`config.mk`:
```
export PLATFORM = sky130hd
export DESIGN_NAME = stopwatch_ctrl
export DESIGN_NICKNAME = d
export VERILOG_FILES = /design/src/rtl/stopwatch_pkg.sv /design/src/rtl/btn_debouncer.sv /design/src/rtl/stopwatch_ctrl.sv
export SDC_FILE = /design/constraint.sdc
export NUM_CORES = 1
export LEC_CHECK = 0
export ABC_AREA = 1
export CAP_MARGIN = 40
export CORE_MARGIN = 3
export CORE_UTILIZATION = 54
export CTS_BUF_LIST = sky130_fd_sc_hd__clkbuf_16
export DETAILED_ROUTE_END_ITERATION = 7
export PLACE_DENSITY = 0.76
export SKIP_CTS_REPAIR_TIMING = 1
export SLEW_MARGIN = 15
export SYNTH_ARGS = -nofsm -noshare
export SYNTH_HDL_FRONTEND = slang
export SYNTH_HIERARCHICAL = 1
export SYNTH_SLANG_ARGS = --single-unit
```
`constraint.sdc`:
```
create_clock -name clk_i -period 1.37 [get_ports clk_i]
set_input_delay 0.2055 -clock clk_i [delete_from_list [all_inputs] [get_ports clk_i]]
set_output_delay 0.2055 -clock clk_i [all_outputs]
set_load 0.01 [all_outputs]
```
`src/rtl/stopwatch_pkg.sv`:
```
// Shared types for the stopwatch controller: FSM state encoding and a width helper.
// Used by stopwatch_ctrl and btn_debouncer.
package stopwatch_pkg;

  typedef enum logic [1:0] {
    IDLE    = 2'd0,
    RUNNING = 2'd1,
    STOPPED = 2'd2
  } sw_state_t;

  // Bits needed to hold counts 0..n-1, never less than one.
  function automatic int unsigned cnt_width(input int unsigned n);
    return (n < 2) ? 1 : $clog2(n);
  endfunction

endpackage

```
`src/rtl/btn_debouncer.sv`:
```
// Button front end: 2-flop synchronizer, optional debounce filter, rising-edge strobe.
// Debounce filter is built only when STOPWATCH_DEBOUNCE_EN is defined.
module btn_debouncer
  import stopwatch_pkg::*;
#(
  parameter int unsigned DEBOUNCE_CYCLES = 16
) (
  input  logic clk_i,
  input  logic res_ni,
  input  logic btn_i,
  output logic stb_o
);

  if (DEBOUNCE_CYCLES < 1) begin : g_bad_cfg
    $error("btn_debouncer: DEBOUNCE_CYCLES must be >= 1");
  end

  logic sync_q1;
  logic sync_q2;
  logic level;
  logic level_q;

  always_ff @(posedge clk_i or negedge res_ni) begin
    if (!res_ni) begin
      sync_q1 <= 1'b0;
      sync_q2 <= 1'b0;
    end else begin
      sync_q1 <= btn_i;
      sync_q2 <= sync_q1;
    end
  end

`ifdef STOPWATCH_DEBOUNCE_EN
  localparam int unsigned DW = cnt_width(DEBOUNCE_CYCLES);
  localparam logic [DW-1:0] DB_LAST = DW'(DEBOUNCE_CYCLES - 1);

  logic [DW-1:0] db_cnt;
  logic          level_r;

  // Count consecutive cycles where the synchronized level disagrees with the
  // filtered one; any agreement (a bounce back) restarts the count.
  always_ff @(posedge clk_i or negedge res_ni) begin
    if (!res_ni) begin
      db_cnt  <= '0;
      level_r <= 1'b0;
    end else if (sync_q2 == level_r) begin
      db_cnt <= '0;
    end else if (db_cnt == DB_LAST) begin
      level_r <= sync_q2;
      db_cnt  <= '0;
    end else begin
      db_cnt <= db_cnt + 1'b1;
    end
  end

  assign level = level_r;
`else
  assign level = sync_q2;
`endif

  always_ff @(posedge clk_i or negedge res_ni) begin
    if (!res_ni) begin
      level_q <= 1'b0;
      stb_o   <= 1'b0;
    end else begin
      level_q <= level;
      stb_o   <= level & ~level_q;
    end
  end

endmodule

```
`src/rtl/stopwatch_ctrl.sv`:
```
// Stopwatch controller: button-driven IDLE/RUNNING/STOPPED FSM, tick prescaler,
// counter-chain clear. Build with STOPWATCH_DEBOUNCE_EN to enable button debounce.
module stopwatch_ctrl
  import stopwatch_pkg::*;
#(
  parameter int unsigned CLK_DIV         = 1000,
  parameter int unsigned DEBOUNCE_CYCLES = 16
) (
  input  logic       clk_i,
  input  logic       res_ni,
  input  logic       btn_i,
  output logic       tick_en_o,
  output logic       cnt_res_o,
  output logic [1:0] state_o,
  output logic       btn_stb_o
);

  if (CLK_DIV < 2) begin : g_bad_cfg
    $error("stopwatch_ctrl: CLK_DIV must be >= 2");
  end

  localparam int unsigned   PW       = $clog2(CLK_DIV);
  localparam logic [PW-1:0] PRE_LAST = PW'(CLK_DIV - 1);

  sw_state_t     state;
  sw_state_t     state_nxt;
  logic [PW-1:0] pre;
  logic [PW-1:0] pre_nxt;
  logic          cnt_res_nxt;
  logic          stb_raw;
  logic          press;

  btn_debouncer #(
    .DEBOUNCE_CYCLES(DEBOUNCE_CYCLES)
  ) u_btn (
    .clk_i (clk_i),
    .res_ni(res_ni),
    .btn_i (btn_i),
    .stb_o (stb_raw)
  );

  // Presses are discarded while the counter chain is being cleared.
  assign press     = stb_raw & ~cnt_res_o;
  assign btn_stb_o = press;

  always_ff @(posedge clk_i or negedge res_ni) begin
    if (!res_ni) begin
      state     <= IDLE;
      pre       <= '0;
      cnt_res_o <= 1'b1;
    end else begin
      state     <= state_nxt;
      pre       <= pre_nxt;
      cnt_res_o <= cnt_res_nxt;
    end
  end

  always_comb begin
    state_nxt   = state;
    pre_nxt     = pre;
    cnt_res_nxt = 1'b0;
    unique case (state)
      IDLE: begin
        pre_nxt = '0;
        if (press) state_nxt = RUNNING;
      end
      RUNNING: begin
        pre_nxt = (pre == PRE_LAST) ? '0 : pre + 1'b1;
        if (press) state_nxt = STOPPED;
      end
      STOPPED: begin
        // Prescaler stays frozen until the return to IDLE zeroes it.
        if (press) begin
          state_nxt   = IDLE;
          pre_nxt     = '0;
          cnt_res_nxt = 1'b1;
        end
      end
      default: begin
        state_nxt = IDLE;
        pre_nxt   = '0;
      end
    endcase
  end

  assign tick_en_o = (state == RUNNING) && (pre == PRE_LAST);
  assign state_o   = state;

endmodule

```
==> metrics, run 1 <==
outcome=finished, violations left; failing checks=setup timing; fin worst setup slack=-0.183 ns; WP data arrival=1.35 ns; fraction of registers with async set/reset=100%; Worst-Margin Slew=0.252 ns; Hold Vio Cnt, Final=0; GR Util All Layers=23.1%; drt pass-1 iters=4; largest area contributor in the netlist=dfrtp_1; area share of the largest cell type after synthesis=47.6%; CP Depth=6; die area=2070 sq um; worst-path cell chain=ha_1 > nand2_2 > nor2_2 > nand3_2 > nor2_1 > clkbuf_2; Rows=13; maximum buffer depth of the clock tree=2; Reg2Reg Launch Point=pre[0]; TritonCTS clock tree=yes; startpoint types=flop; DRC viols=0; Main synth FF type=dfrtp_1; routed vias=between 700 and 800; Critical Path Start=pre[0]; crit path kind=flop to primary output; Yosys reg bits=17; number of synthesized flops with an enable pin=0; Avg WL per Cell=~13 microns; die width=45.5 microns; Clock Latency Late Sink=0.25 ns; r2r endpoint=pre[6]; post-synthesis cell count=102; delay-heaviest family, CP=simple AND/OR/NAND/NOR gates; WP data required=around 1.2 ns; synth warn=6; area of placed instances=approximately 1100 sq um; Layout Skew=0.00184 ns; area grow syn2layout=39.7%; Initial Util=60.8%; final-stage net count=138; worst hold path class=primary input to asynchronous set/reset pin; Finish-stage setup viols=1; grt total ovfl=0; Core Region=1380 sq um; design area=1170 sq um; dominant cells by area after synthesis=dfrtp_1 (48%), nand2_1 (14%), inv_1 (4.9%); CP max stage delay=0.37 ns; TritonCTS buffer count=3; R2R depth=7; DP Wirelength=1410 microns; flop2flop setup slack=0.04 ns; WP buf/inv=1; f_max=644 MHz; port buffer count=7; most common cell after layout, fill and taps aside=nand2_1; Unique masters post-synth=20; Routability Congestion=0.834; fin crit share=113%; PwrDens=1470 nW/um^2; CTS Sinks=17; RSZ-0062 raised after global routing=yes; Mapped Area=841 sq um; share of post-route cells with drive strength above 1=between 30% and 40%; Crit Path Max Fanout=2; first-pass GRT wire length=3330 microns; overall routed net length=between 1500 and 2000 microns; post-synthesis sequential area ratio=50.7%; relative slew slack=between 80 and 90%; crit end category=primary output; Setup TNS Final=-0.183 ns; Antenna Violating Nets Remaining=0; slowest cell on the critical path=dfrtp_1; root buffer cell=clkbuf_16; CTS clk-pin slew, worst paths=0.05 ns; vias per cell=5.28; CTS H-tree depth=1; chip height=45.5 microns; io pins=8; most used cells in the layout excluding fill and tap cells=nand2_1 (32), buf_4 (20), dfrtp_1 (16), inv_1 (11), nor2_1 (9); max_cap viols=0; Final Max Tran Viols=0; number of global-route vias before repair=approximately 770; Leak=0.000619 uW; ANT cells=0; worst vdd ir=1.37 mV; min Tclk post-route=1.55 ns; Syn Area/Cell=8.24 sq um; Post-Syn Nets=106; 1st-iter DRT viols=14; largest net degree at the start of global routing=18; initial antenna violation count=0
==> metrics by stage <==
step | hold slack, ns | util, % | setup slack (ns) | instances | total power [uW]
2_1_floorplan | -0.0901 | - | 0.119 | 102 | 854
3_3_place_gp | 0.343 | 77.6 | -0.241 | 143 | 1120
3_5_place_dp | 0.346 | 77.6 | -0.311 | 143 | 1150
4_1_cts | 0.286 | 83.3 | -0.579 | 147 | 1730
5_1_grt | 0.296 | 85.0 | -0.246 | 148 | 1820
6_report | 0.276 | 85.0 | -0.183 | 148 | 1730
==> report_power, final <==
part | switching (uW) | internal, uW
combinational | 294 | 256
sequential | 42.1 | 565
clock | 185 | 390
total | 521 | 1210
==> kinds of logic after synthesis <==
group                    synth area share, %
flip-flops                              50.7
XOR/XNOR                                2.08
adder cells (fa/ha/maj)                 1.49
buffers and inverters                   6.25
AND/OR/NAND/NOR                         32.4
AO/OA/AOI/OAI                           6.99
==> worst max-delay path by stage <==
| stage | end | slack (ns) |
|---|---|---|
| CTS | tick_en_o | -0.58 |
| floorplan | tick_en_o | 0.12 |
| finish | tick_en_o | -0.18 |
| global route | tick_en_o | -0.25 |
| global placement | tick_en_o | -0.24 |
| detailed placement | tick_en_o | -0.31 |
==> routing by layer <==
metal / up-vias / track usage, % / wire [microns]
li1: 380 / - / -
met1: 362 / 27.5 / 810
met2: 34 / 37.9 / 972
met3: 6 / 5.93 / 114
met4: 0 / 11.7 / 55
met5: - / 0 / 0
==> flip-flops by register name, summed over array words and instances, names as in the netlist <==
| register | count |
|---|---|
| cnt_res_o | 1 |
| pre | 10 |
| u_btn/sync_q1 | 1 |
| u_btn/level | 1 |
| u_btn/stb_o | 1 |
| state_o | 2 |
| u_btn/level_q | 1 |
==> worst register-to-register path, delay by kind of cell, from the launching register on <==
kind | cells | cell delay (ns)
simple gates | 3 | 0.28
compound gates | 2 | 0.23
fa+ha+maj | 1 | 0.19
flops | 1 | 0.37
buf+inv | 1 | 0.15
==> cell type report <==
type	instances	area [sq um]
flip-flops and latches	17	427
multi-input cells	71	372
fillers	76	208
well taps	15	18.8
repair buffers	27	225
clock inverters	1	5.00
clock buffers	3	75.1
inverters	14	52.6
==> synth_stat cells (2+ instances only) <==
cell / number
dfrtp_1: 16
inv_1: 11
inv_2: 3
nand2_1: 32
nand3_1: 3
nand3_2: 2
nor2_1: 9
nor2_2: 6
o21ai_1: 8
xor2_1: 2
Note: power is estimated with default switching activity, not from simulation.
==> run 2: changes to the inputs <==
--- a/config.mk
+++ b/config.mk
@@ -12,6 +12,7 @@
 export CTS_BUF_LIST = sky130_fd_sc_hd__clkbuf_16
 export DETAILED_ROUTE_END_ITERATION = 7
 export PLACE_DENSITY = 0.76
+export RECOVER_POWER = 100
 export SKIP_CTS_REPAIR_TIMING = 1
 export SLEW_MARGIN = 15
 export SYNTH_ARGS = -nofsm -noshare
==> run 2 against run 1 <==
Utilization is 1.9 points lower. Maximum frequency is 0.40% higher. Critical endpoint unchanged. Highest routed layer unchanged. Critical path depth stayed put. Clock skew is 0.00069 ns higher. The run still ends with setup timing left.
==> metrics, run 2 (synthesized netlist as in run 1, its figures left out) <==
overall routed net length=1940 microns (-0.82%); Crit Path Max Fanout=2 (unchanged); crit end category=primary output; routed vias=772 (-1.3%); largest register by flop count=pre; most used cells in the layout excluding fill and tap cells=nand2_1 (32), buf_4 (17), dfrtp_1 (16), inv_1 (11), nor2_1 (10); maximum buffer depth of the clock tree=2 (unchanged); Core Region=1380 sq um (unchanged); chip height=45.5 microns (unchanged); crit path capture=tick_en_o; PwrDens=1490 nW/um^2 (+0.79%); f_max=646 MHz (+0.40%); first-pass GRT wire length=3330 microns (unchanged); max reg flops=10 (unchanged); WP data required=1.16 ns (about the same); DRC viols=0 (unchanged); relative slew slack=40.9% (-42 points); ANT cells=0 (unchanged); GR Util All Layers=23.1% (unchanged); Setup TNS Final=-0.223 ns (-0.0401 ns); die width=45.5 microns (unchanged); Leak=0.000613 uW (-0.88%); Final Max Tran Viols=0 (unchanged); Antenna Violating Nets Remaining=0 (unchanged); CTS clk-pin slew, worst paths=0.05 ns (about the same); fin crit share=113% (-0.45 points); number of global-route vias before repair=766 (unchanged); Tot Pwr=1710 uW (-1.5%); RSZ-0062 raised after global routing=yes; Worst-Margin Slew=0.887 ns (+0.635 ns); min Tclk post-route=1.55 ns (-0.00621 ns); Reg2Reg Launch Point=pre[1]; max_cap viols=0 (unchanged); CTS H-tree depth=1 (unchanged); worst hold path class=flop to flop; TritonCTS clock tree=yes; fill count=82 (+7.9%); area grow syn2layout=36.6%; Hold Vio Cnt, Final=0 (unchanged); Initial Util=60.8% (unchanged); Critical Path Start=pre[1]; initial antenna violation count=0 (unchanged); 1st-iter DRT viols=16 (+2); startpoint types=flop; CTS Sinks=17 (unchanged); largest net degree at the start of global routing=18 (unchanged); r2r endpoint=pre[6]; die area=2070 sq um (unchanged); grt total ovfl=0 (unchanged); drt pass-1 iters=4 (unchanged); port buffer count=7 (unchanged); worst vdd ir=1.37 mV (-0.30%); vias per cell=5.22 (-1.3%); Layout Skew=0.00253 ns (+0.000689 ns); Rows=13 (unchanged); failing checks=setup timing; fin worst setup slack=-0.177 ns (+0.00621 ns); Clock Latency Late Sink=0.25 ns (about the same); flop2flop setup slack=-0.01 ns (-0.05 ns); io pins=8 (unchanged); share of post-route cells with drive strength above 1=27.8% (-2.3 points); R2R depth=7 (unchanged); TritonCTS buffer count=3 (unchanged); outcome=finished, violations left; WP data arrival=1.34 ns (about the same); root buffer cell=clkbuf_16; Avg WL per Cell=13.1 microns (-0.82%); Finish-stage setup viols=3 (+2); Routability Congestion=0.834 (unchanged); crit path kind=flop to primary output; most common cell after layout, fill and taps aside=nand2_1; DP Wirelength=1410 microns (unchanged); final-stage net count=138 (unchanged)
==> run 2: cell types whose count changed in the layout (fill, tap and decap cells not counted), moves of 2 or more <==
cell             previous run  this run
buf_4                      20        17
clkbuf_2                    1         3
clkdlybuf4s50_1             2         0
dlygate4sd3_1               0         2
dlymetal6s2s_1              4         1
dlymetal6s4s_1              0         3
nor2_4                      2         0
o21ai_0                     1         3
o21ai_1                     8         6
==> run 2: report_power, final <==
group / total, uW / switching, uW / internal [uW]
Sequential: 604 / 39.8 / 564
Clock: 572 / 182 / 390
Combinational: 530 / 285 / 245
Total: 1710 / 507 / 1200
==> run 2: area by class of cell <==
cell class	count	area [sq um]	share of cell area (%)
sequential	17	427	37.1
multi-input combinational	71	354	30.8
timing repair buffer	27	216	18.8
clock buffer	3	75.1	6.54
inverter	14	52.6	4.58
tap	15	18.8	1.63
clock inverter	1	5.00	0.436
==> run 2: through the flow <==
step / instances / hold slack (ns) / setup slack [ns] / instance area (sq um) / util, %
detailed placement: 143 / 0.346 / -0.311 / 1070 / 77.6
global route: 148 / 0.383 / -0.246 / 1150 / 83.1
CTS: 147 / 0.286 / -0.579 / 1150 / 83.3
global placement: 143 / 0.343 / -0.241 / 1070 / 77.6
finish: 148 / 0.363 / -0.177 / 1150 / 83.1
floorplan: 102 / -0.0901 / 0.119 / 841 / -
==> run 2: metal layers <==
layer  routed length (microns)  global-route usage, %  vias up
met5                         0                      0        -
met4                        51                   11.7        0
met3                       144                   5.93        6
met2                       976                   37.9       33
met1                       764                   27.5      354
li1                          -                      -      379
==> run 2: worst min path at each step <==
stage | startpoint | end | slack, ns | cells past startpoint
final | u_btn/sync_q1 | u_btn/level | 0.36 | 0
after global routing | u_btn/sync_q1 | u_btn/level | 0.38 | 0
after CTS | res_ni | state_o[0] | 0.29 | 2
after detailed placement | u_btn/sync_q1 | u_btn/level | 0.35 | 0
after global placement | u_btn/sync_q1 | u_btn/level | 0.34 | 0
after floorplan | res_ni | pre[0] | -0.09 | 0
==> run 2: critical path, cell delays in order (launching register included) <==
cell,delay [ns]
dfrtp_1,0.36
ha_1,0.18
nand2_2,0.07
nor2_2,0.13
nand3_2,0.11
nor2_1,0.10
clkbuf_2,0.13
